<file path="src/rtl/fetch_stage_pkg.sv">
// fetch_stage_pkg
//   Shared definitions for the RV32 fetch stage: datapath width, RV32I
//   major opcodes, the canonical NOP, the fetch FSM state type and the
//   IF/ID register payload.
package fetch_stage_pkg;

  localparam int unsigned XLEN = 32;

  // addi x0, x0, 0
  localparam logic [XLEN-1:0] NOP_INSTR = 32'h0000_0013;

  typedef enum logic [6:0] {
    OP_R    = 7'b0110011,
    OP_I    = 7'b0010011,
    OP_S    = 7'b0100011,
    OP_B    = 7'b1100011,
    OP_J    = 7'b1101111,
    OP_U    = 7'b0110111,
    OP_LW   = 7'b0000011,
    OP_JALR = 7'b1100111
  } opcode_e;

  typedef enum logic [1:0] {
    ST_BOOT = 2'b00,
    ST_RUN  = 2'b01,
    ST_HOLD = 2'b10
  } fetch_state_e;

  typedef struct packed {
    logic [XLEN-1:0] instr;
    logic [XLEN-1:0] pc;
    logic [XLEN-1:0] pc_plus4;
    logic            valid;
  } if_id_t;

  // Empty IF/ID slot: NOP with zeroed addresses, not a real instruction.
  function automatic if_id_t bubble_entry(input logic [XLEN-1:0] nop);
    if_id_t b;
    b.instr    = nop;
    b.pc       = '0;
    b.pc_plus4 = '0;
    b.valid    = 1'b0;
    return b;
  endfunction

endpackage

</file>
<file path="src/rtl/fetch_stage_if_id.sv">
// pipe_reg_if_id
//   IF/ID pipeline register.
//   clk      : rising-edge clock
//   rst_n    : asynchronous active-low reset, loads a bubble
//   i_en     : load i_d on the next edge
//   i_clr    : synchronous clear to bubble, overrides i_en
//   i_d      : incoming fetch payload
//   o_q      : registered payload presented to decode
module pipe_reg_if_id
  import fetch_stage_pkg::*;
#(
  parameter logic [XLEN-1:0] BUBBLE_INSTR = NOP_INSTR
) (
  input  logic   clk,
  input  logic   rst_n,
  input  logic   i_en,
  input  logic   i_clr,
  input  if_id_t i_d,
  output if_id_t o_q
);

  if_id_t r_q;

  always_ff @(posedge clk or negedge rst_n) begin
    if (!rst_n) begin
      r_q <= bubble_entry(BUBBLE_INSTR);
    end else if (i_clr) begin
      r_q <= bubble_entry(BUBBLE_INSTR);
    end else if (i_en) begin
      r_q <= i_d;
    end
  end

  assign o_q = r_q;

endmodule

</file>
<file path="src/rtl/fetch_stage.sv">
// fetch_stage
//   Instruction fetch stage: PC register, boot/run/hold FSM, IF/ID
//   register and a counter of valid instructions handed to decode.
//   clk, rst_n          : clock, asynchronous active-low reset
//   StallF, StallD      : hold PC / hold IF/ID
//   FlushD              : bubble into IF/ID
//   PCSrcE, PCTargetE   : redirect from EX (target word-aligned on load)
//   InstrF              : instruction memory data for PCF
//   PCF                 : fetch address
//   InstrD, PCD,
//   PCPlus4D, ValidD    : decode-stage instruction and its addresses
//   opD, funct3D        : InstrD fields for the control unit
//   FetchCount          : number of valid instructions loaded into D
module fetch_stage #(
  parameter logic [31:0] RESET_PC  = 32'h0000_0000,
  parameter logic [31:0] NOP_INSTR = fetch_stage_pkg::NOP_INSTR
) (
  input  logic        clk,
  input  logic        rst_n,
  input  logic        StallF,
  input  logic        StallD,
  input  logic        FlushD,
  input  logic        PCSrcE,
  input  logic [31:0] PCTargetE,
  input  logic [31:0] InstrF,
  output logic [31:0] PCF,
  output logic [31:0] InstrD,
  output logic [6:0]  opD,
  output logic [2:0]  funct3D,
  output logic [31:0] PCD,
  output logic [31:0] PCPlus4D,
  output logic        ValidD,
  output logic [31:0] FetchCount
);

  import fetch_stage_pkg::*;

  fetch_state_e    r_state;
  logic [XLEN-1:0] r_pcf;
  logic [XLEN-1:0] r_fetch_count;

  logic [XLEN-1:0] w_pcplus4f;
  logic [XLEN-1:0] w_pc_next;
  logic            w_boot;
  logic            w_ifid_clr;
  logic            w_ifid_en;
  logic            w_load;
  if_id_t          w_ifid_d;
  if_id_t          w_ifid_q;

  assign w_pcplus4f = r_pcf + 32'd4;
  assign w_boot     = (r_state == ST_BOOT);

  // RUN and HOLD share one IF/ID rule (flush > stall > load); the FSM only
  // records whether the register is currently being held.
  assign w_ifid_clr = w_boot | FlushD;
  assign w_ifid_en  = ~StallD;
  assign w_load     = ~w_ifid_clr & w_ifid_en;

  always_comb begin
    w_pc_next = r_pcf;
    if (!w_boot) begin
      if (PCSrcE) begin
        w_pc_next = {PCTargetE[XLEN-1:2], 2'b00};
      end else if (!StallF) begin
        w_pc_next = w_pcplus4f;
      end
    end
  end

  always_ff @(posedge clk or negedge rst_n) begin
    if (!rst_n) begin
      r_state       <= ST_BOOT;
      r_pcf         <= RESET_PC;
      r_fetch_count <= '0;
    end else begin
      r_pcf <= w_pc_next;
      if (w_load) begin
        r_fetch_count <= r_fetch_count + 32'd1;
      end
      case (r_state)
        ST_BOOT: r_state <= ST_RUN;
        ST_RUN:  if (StallD && !FlushD) r_state <= ST_HOLD;
        ST_HOLD: if (FlushD || !StallD) r_state <= ST_RUN;
        default: r_state <= ST_BOOT;
      endcase
    end
  end

  always_comb begin
    w_ifid_d          = '0;
    w_ifid_d.instr    = InstrF;
    w_ifid_d.pc       = r_pcf;
    w_ifid_d.pc_plus4 = w_pcplus4f;
    w_ifid_d.valid    = 1'b1;
  end

  pipe_reg_if_id #(
    .BUBBLE_INSTR(NOP_INSTR)
  ) u_if_id (
    .clk   (clk),
    .rst_n (rst_n),
    .i_en  (w_ifid_en),
    .i_clr (w_ifid_clr),
    .i_d   (w_ifid_d),
    .o_q   (w_ifid_q)
  );

  assign PCF        = r_pcf;
  assign InstrD     = w_ifid_q.instr;
  assign PCD        = w_ifid_q.pc;
  assign PCPlus4D   = w_ifid_q.pc_plus4;
  assign ValidD     = w_ifid_q.valid;
  assign opD        = w_ifid_q.instr[6:0];
  assign funct3D    = w_ifid_q.instr[14:12];
  assign FetchCount = r_fetch_count;

endmodule

</file>
<file path="config.mk">
export PLATFORM = sky130hd
export DESIGN_NAME = fetch_stage
export DESIGN_NICKNAME = d
export VERILOG_FILES = /design/src/rtl/fetch_stage_pkg.sv /design/src/rtl/fetch_stage_if_id.sv /design/src/rtl/fetch_stage.sv
export SDC_FILE = /design/constraint.sdc
export NUM_CORES = 1
export LEC_CHECK = 0
export ABC_AREA = 1
export CAP_MARGIN = 5
export CORE_MARGIN = 2
export CORE_UTILIZATION = 30
export CTS_CLUSTER_DIAMETER = 60
export CTS_CLUSTER_SIZE = 30
export DETAILED_ROUTE_END_ITERATION = 10
export GPL_TIMING_DRIVEN = 0
export HOLD_SLACK_MARGIN = 0.1
export PLACE_DENSITY_LB_ADDON = 0.3
export SYNTH_ARGS = -nofsm -noshare
export SYNTH_HDL_FRONTEND = slang
export SYNTH_HIERARCHICAL = 1
export SYNTH_SLANG_ARGS = --single-unit
</file>
<file path="constraint.sdc">
create_clock -name clk -period 1.43 [get_ports clk]
set_input_delay 0.286 -clock clk [delete_from_list [all_inputs] [get_ports clk]]
set_output_delay 0.286 -clock clk [all_outputs]
set_load 0.01 [all_outputs]
</file>
==> impl_metrics.csv <==
group,metric,value,unit
power_and_ir_drop,leakage,0.00750,uW
layout,syn_to_final_growth,73.1,%
timing,maxSlewHeadroom,0.580,
cts,cts_tree,"done",
timing,fin_worst_skew,0.0140,ns
cts,insertion_delay,0.45,ns
detailed_routing,drt_wl_total,32.8,mm
worst_hold_path,hp-class,"input port to flop",
detailed_routing,drt-initial-drc-count,649,
place,dpl.hpwl,20.8,mm
place,portBuffers,235,
layout,layout_common_cells,"nand2_1, buf_4, nand2_2, dfrtp_1, nand3_1",
critical_path,worstSetupStartpointType,"flop",
place,post-place-cells,1752,
power_and_ir_drop,netSwitchingPower,6060,uW
power_and_ir_drop,irDropWorstVdd,0.725,mV
power_and_ir_drop,clkPwrFrac,0.288,
critical_path,cpPeakStageDelay,0.40,ns
power_and_ir_drop,powerDensity,1150,mW/mm^2
floorplanning,start_util,0.306,
critical_path,crit_arrival,2.02,ns
global_route,use_met3,0.0405,
run_status,status,"finished, violations left",
timing,grt_setup_unrepaired,"yes",
layout,fin_util,0.529,
global_route,use_met2,0.342,
critical_path,worst_path_max_delay_cell,"dfrtp_2",
layout,drive_gt1_frac,0.405,
cts,h-tree-depth,4,
timing,finalCritPeriodShare,1.14,
timing,drv_slew,0,
detailed_routing,drc,0,
flow_run,drv_cap,0,
floorplanning,io_pins,241,
global_route,grt_max_degree,105,
cts,clock-sinks,161,
floorplanning,die_x,173,um
critical_path,critPathTopFamily,"simple AND/OR/NAND/NOR gates",
global_route,grt_pass1_vias,8743,
floorplanning,die_area,0.0298,mm^2
critical_path,path_buf_inv,1,
critical_path,setup.worst_path.end_class,"flop",
global_route,busiest_layer,"met2",
global_route,gr-total-overflow,0,
synthesis,syn_inst,1133,
layout,final_area,0.0148,mm^2
layout,fin_nets,1628,
run_status,violations,"setup timing",
place,place.gp.congestion,0.902,
layout,antenna_cells,0,
timing,finalWorstSetupSlack,-0.202,ns
synthesis,yosysWarnings,6,
timing,hold_violations,0,
floorplanning,rows,61,
global_route,met1_usage,0.269,
detailed_routing,detail_route.vias_per_cell,4.70,
floorplanning,coreArea,0.0279,mm^2
timing,fmax,0.613,GHz
timing,fin_crit,1.63,ns
cts,numCtsBuffers,17,
critical_path,cp_max_fo,7,
critical_path,cp_cell_sequence,"buf_6 -> ha_4 -> nand2_4 -> nor2_8 -> nand2_8 -> nor2_8 -> nand3_1 -> nand2_1 -> nand3_1 -> nand2_1",
cts,cts_root_buf,"clkbuf_16",
critical_path,path_class,"flop to flop",
layout,stdcell_count,1947,
synthesis,ys_seq_elements,161,
global_route,antenna_found_initial,0,
critical_path,worstPathRequired,1.81,ns
detailed_routing,drtAntennaViolNets,0,
layout,final_common_cell,"nand2_1",
global_route,track_usage,0.206,
floorplanning,die_y,173,um
timing,tightestPinTransition,0.630,ns
global_route,grt_pass1_wl,48.6,mm
synthesis,ys_seq_area_frac,0.472,
cts,clock_path_buffers,2,
timing,finalSetupTns,-4.79,ns
detailed_routing,first_pass_iters,5,
power_and_ir_drop,p_int,10900,uW
timing,setup_violations,67,
detailed_routing,wire_per_inst,16.8,um
synthesis,syn_area,0.00854,mm^2
power_and_ir_drop,p_comb_frac,0.373,
power_and_ir_drop,p_sw_frac,0.358,
layout,fillers,2570,
power_and_ir_drop,p_seq_frac,0.339,
synthesis,synth_area_per_cell,7.53,um^2
detailed_routing,via_count,9149,
synthesis,yosysUniqueCellTypes,32,
cts,clkTransAtPathRegs,0.08,ns
place,place_area,0.0114,mm^2
flip-flops by register name, summed over array words and instances (netlist names):
register     cells
FetchCount      32
PCF             30
r_state          2
u_if_id/o_q     97
metal layers:
| layer | vias to the layer above | wire length (um) | share of wire |
|---|---|---|---|
| met5 | - | 0 | 0 |
| met2 | 302 | 15900 | 0.49 |
| met1 | 4394 | 14200 | 0.43 |
| li1 | 4401 | - | - |
| met4 | 0 | 801 | 0.024 |
| met3 | 52 | 1830 | 0.056 |
worst min-delay path, cell delays in order:
cell and delay, ns:
buf_2 0.19, a21oi_1 0.19, a21oi_2 0.07
cells by family after synthesis:
group           count (synthesis)  synth area share
xor+xnor                       22            0.0226
other cells                     2          0.000880
simple gates                  772             0.401
flops                         161             0.472
compound gates                 54            0.0358
fa+ha+maj                       2           0.00293
buf+inv                       120            0.0645
metrics by stage:
stage | hold slack [ns] | worst slack (ns) | total power (uW)
after global placement | 0.453 | -7.60 | 10000
after global routing | 0.339 | -0.294 | 17700
after floorplan | -0.00959 | -0.0114 | 7830
after CTS | 0.272 | -0.154 | 16100
final | 0.319 | -0.202 | 17000
after detailed placement | 0.249 | -0.839 | 10100
cells in the mapped netlist:
master | number | area share
a21oi_1 | 16 | 0.0094
a21oi_2 | 6 | 0.0062
a31oi_1 | 1 | 0.00073
buf_1 | 9 | 0.0040
buf_2 | 20 | 0.012
buf_4 | 20 | 0.018
clkbuf_1 | 7 | 0.0031
conb_1 | 2 | 0.00088
dfrtp_1 | 158 | 0.46
dfstp_2 | 3 | 0.0092
ha_1 | 2 | 0.0029
inv_1 | 54 | 0.024
inv_2 | 10 | 0.0044
nand2_1 | 459 | 0.20
nand2_2 | 20 | 0.015
nand2_4 | 4 | 0.0053
nand2_8 | 2 | 0.0047
nand3_1 | 126 | 0.074
nand3_2 | 1 | 0.0012
nand3b_1 | 10 | 0.0088
nand4_1 | 4 | 0.0029
nor2_1 | 118 | 0.052
nor2_2 | 8 | 0.0059
nor2_4 | 8 | 0.011
nor2_8 | 7 | 0.016
nor3_1 | 5 | 0.0029
o21ai_0 | 8 | 0.0047
o21ai_1 | 16 | 0.0094
o21ai_2 | 1 | 0.0010
o22ai_1 | 6 | 0.0044
xnor2_1 | 7 | 0.0072
xor2_1 | 15 | 0.015
path summary, 6_finish.rpt:
kind	from	to	slack, ns	cells past startpoint
worst max-delay path	PCF[2]	u_if_id/o_q[27]	-0.20	10
worst min-delay path	PCSrcE	PCF[16]	0.32	3
max in group asynchronous	rst_n	u_if_id/o_q[66]	0.26	3
min in group asynchronous	rst_n	u_if_id/o_q[36]	0.36	2
worst min register to register	u_if_id/o_q[75]	u_if_id/o_q[75]	0.47	2
worst max register to register	PCF[2]	u_if_id/o_q[27]	-0.20	10
cell type report:
type | count | area [um^2] | share of cell area
Inverter | 64 | 273 | 0.0185
Timing Repair Buffer | 406 | 3840 | 0.260
Multi-Input combinational cell | 857 | 5050 | 0.342
Tap cell | 378 | 473 | 0.0320
Buffer | 49 | 435 | 0.0295
Clock buffer | 19 | 443 | 0.0300
Clock inverter | 13 | 165 | 0.0112
Sequential cell | 161 | 4090 | 0.277
power groups by stage:
stage,registers [uW],logic (uW),clock network (uW)
2_1_floorplan,6090,1740,0
3_3_place_gp,6080,3940,0
3_5_place_dp,6090,4000,0
4_1_cts,5700,5430,4970
5_1_grt,5820,6760,5120
6_report,5750,6320,4880
what timing repair did:
action | 4_1_cts | 5_1_grt
buffers inserted | 115 | 65
pin swaps | 54 | 105
hold buffers | 1 | 0
gates resized for setup | 492 | 365
endpoints found under the setup margin | 319 | 267
endpoints found under the hold margin | 57 | 0
cloned | 2 | 4
Power figures use the tool's default switching activity.
==> edit, RTL diff (same flow settings) <==
The 3 states of `fetch_state_e` get a one-hot encoding in 3 bits.
--- a/src/rtl/fetch_stage_pkg.sv
+++ b/src/rtl/fetch_stage_pkg.sv
@@ -21,8 +21,8 @@
   } opcode_e;
 
-  typedef enum logic [1:0] {
-    ST_BOOT = 2'b00,
-    ST_RUN  = 2'b01,
-    ST_HOLD = 2'b10
+  typedef enum logic [2:0] {
+    ST_BOOT = 3'b001,
+    ST_RUN  = 3'b010,
+    ST_HOLD = 3'b100
   } fetch_state_e;
 
Check against the original RTL: same outputs for any inputs over 10 cycles, from zero or initial values and one cycle with rst_n low; not proved beyond that.
==> edit against the original RTL <==
The flow still finishes with violations (setup timing). Sequential power grew 17%. Wire length shrank 1.2%. Critical path type unchanged. Final cell count shrank 1.2%. Non-clock buffer count shrank 19. Sequential cell count grew 1. Cell area shrank 0.68%. Via count shrank 0.52%. Global-route usage grew 0.37 points. Setup slack gained 35 ps. Total power grew 38%. Area after synthesis shrank 1.1%. Synthesized cell count shrank 0.44%.
==> edit: results (changes against the original RTL) <==
crit_family: "simple AND/OR/NAND/NOR gates"
grt_pass1_wl_um: 47300  # -2.6%
globalplace.congestion: 0.909  # +0.82%
hp-class: "primary input to flip-flop"
tightest_slew_ps: 628  # -1.52 ps
crit_fanout: 6  # -1
largest_reg_flops: 97  # unchanged
violations: "setup timing"
cts_max_level: 4  # unchanged
antenna_found_initial: 0  # unchanged
grt_pass1_vias: 8676  # -0.77%
port_buffers: 235  # unchanged
setup_violations: 100  # +49%
clock-root-buffer: "clkbuf_16"
cp.arrival_ps: 1920  # -100 ps
n_antenna_cell: 0  # unchanged
grt_max_degree: 106  # +0.95%
fin_setup_tns_ps: -5840  # -1050 ps
viasPerCell: 4.73  # +0.72%
synth_common_cells: "471 x nand2_1, 158 x dfrtp_1, 125 x nand3_1"
ys_types: 36  # +13%
yosysWarnings: 6  # unchanged
synth.area.top_cells: "dfrtp_1 47%, nand2_1 21%, nand3_1 7.4%, nor2_1 5.3%, inv_1 2.4%"
async_flop_share_pct: 100  # unchanged
vdd.ir_drop.worst_mv: 0.844  # +16%
cpPeakStageDelay_ps: 400  # about the same
finalWorstSetupSlack_ps: -166  # +35.4 ps
status: "complete, but fails checks"
clkLatencyLatePin_ps: 440
drive_gt1_share_pct: 40.3  # -0.15 points
cts_buffers: 17  # unchanged
finalClockSkew_ps: 13.7  # -0.318 ps
first_pass_iters: 6  # +1
clk_pin_slew_ps: 80  # about the same
cts.path.max_buffers: 2  # unchanged
yosysSeqAreaShare_pct: 48.1  # +0.84 points
p_leak_nw: 7.31  # -2.6%
hpwlAfterDp_um: 20600  # -0.78%
final_nets: 1604  # -1.5%
start_util_pct: 30.5  # -0.091 points
first_iter_violations: 625  # -3.7%
synth_top_flop_cell: "dfrtp_1"
slowest_stage: "dfrtp_1"
wl_um: 32400  # -1.2%
grt.total_usage_pct: 20.9  # +0.37 points
[edit: cell count changes in the layout (fill, tap and decap cells not counted), sizes merged, moves of 4 or more]
cell / before / now
dlygate4sd2: 49 / 45
nor2: 141 / 136
clkinv: 0 / 7
clkbuf: 41 / 51
buf: 243 / 218
nand4: 4 / 0
inv: 72 / 67
[edit: report_power, final]
| group | internal (mW) | switching, mW |
|---|---|---|
| clock | 2.38 | 2.34 |
| combinational | 5.44 | 6.41 |
| sequential | 5.80 | 0.938 |
[edit: cell families after synthesis]
family | Yosys count | synth area share, %
adders and majority gates | 2 | 0.296
xor gates and xnor gates | 22 | 2.28
and+or+nand+nor | 770 | 39.5
buffers and inverters | 117 | 6.36
other | 2 | 0.0890
DFF | 162 | 48.1
AOI/OAI and AO/OA | 53 | 3.39
[edit: metal layers]
metal,part of all wire (%),up-vias,track usage (%)
met5,0,-,0
met4,2.7,0,6.72
met3,5.6,59,3.93
met2,49,339,35.4
met1,43,4348,27.0
li1,-,4355,-
[edit: area by class of cell]
cell class	count	area (um^2)
repair buffers	386	3700
well taps	378	473
fillers	2527	13000
plain buffers	50	502
inverters	60	255
clock inverters	15	176
clock buffers	17	425
multi-input cells	855	5030
flip-flops and latches	162	4110
[edit: path summary, 6_finish.rpt]
path | slack, ps | from | to | cells past startpoint
max | -170 | PCF[2]$_DFFE_PN0P_ | u_if_id/o_q[31]$_DFFE_PN0P_ | 10
min | 340 | PCSrcE | PCF[13]$_DFFE_PN0P_ | 3
max reg2reg | -170 | PCF[2]$_DFFE_PN0P_ | u_if_id/o_q[31]$_DFFE_PN0P_ | 10
min reg2reg | 470 | u_if_id/o_q[72]$_DFFE_PN0P_ | u_if_id/o_q[72]$_DFFE_PN0P_ | 2
max in group asynchronous | 290 | rst_n | u_if_id/o_q[69]$_DFFE_PN1P_ | 3
min in group asynchronous | 370 | rst_n | u_if_id/o_q[77]$_DFFE_PN0P_ | 2
[edit: per-stage QoR]
step	setup WS [ps]	std cells	area [um^2]
2_1_floorplan	-29.3	1133	8470
3_3_place_gp	-7840	1746	11300
3_5_place_dp	-694	1747	11300
4_1_cts	-182	1890	13500
5_1_grt	-287	1923	14700
6_report	-166	1923	14700
[edit: tightest hold or removal path, stage by stage]
cell,delay (ps)
buf_2,200
a21oi_1,190
a21oi_2,60
[edit: what timing repair did]
item	4_1_cts	5_1_grt
buffers inserted	108	35
gates resized for setup	516	374
setup endpoints to repair	319	278
endpoints found under the hold margin	56	0
pin swaps	71	109
gates cloned	9	6
hold buffers	1	0
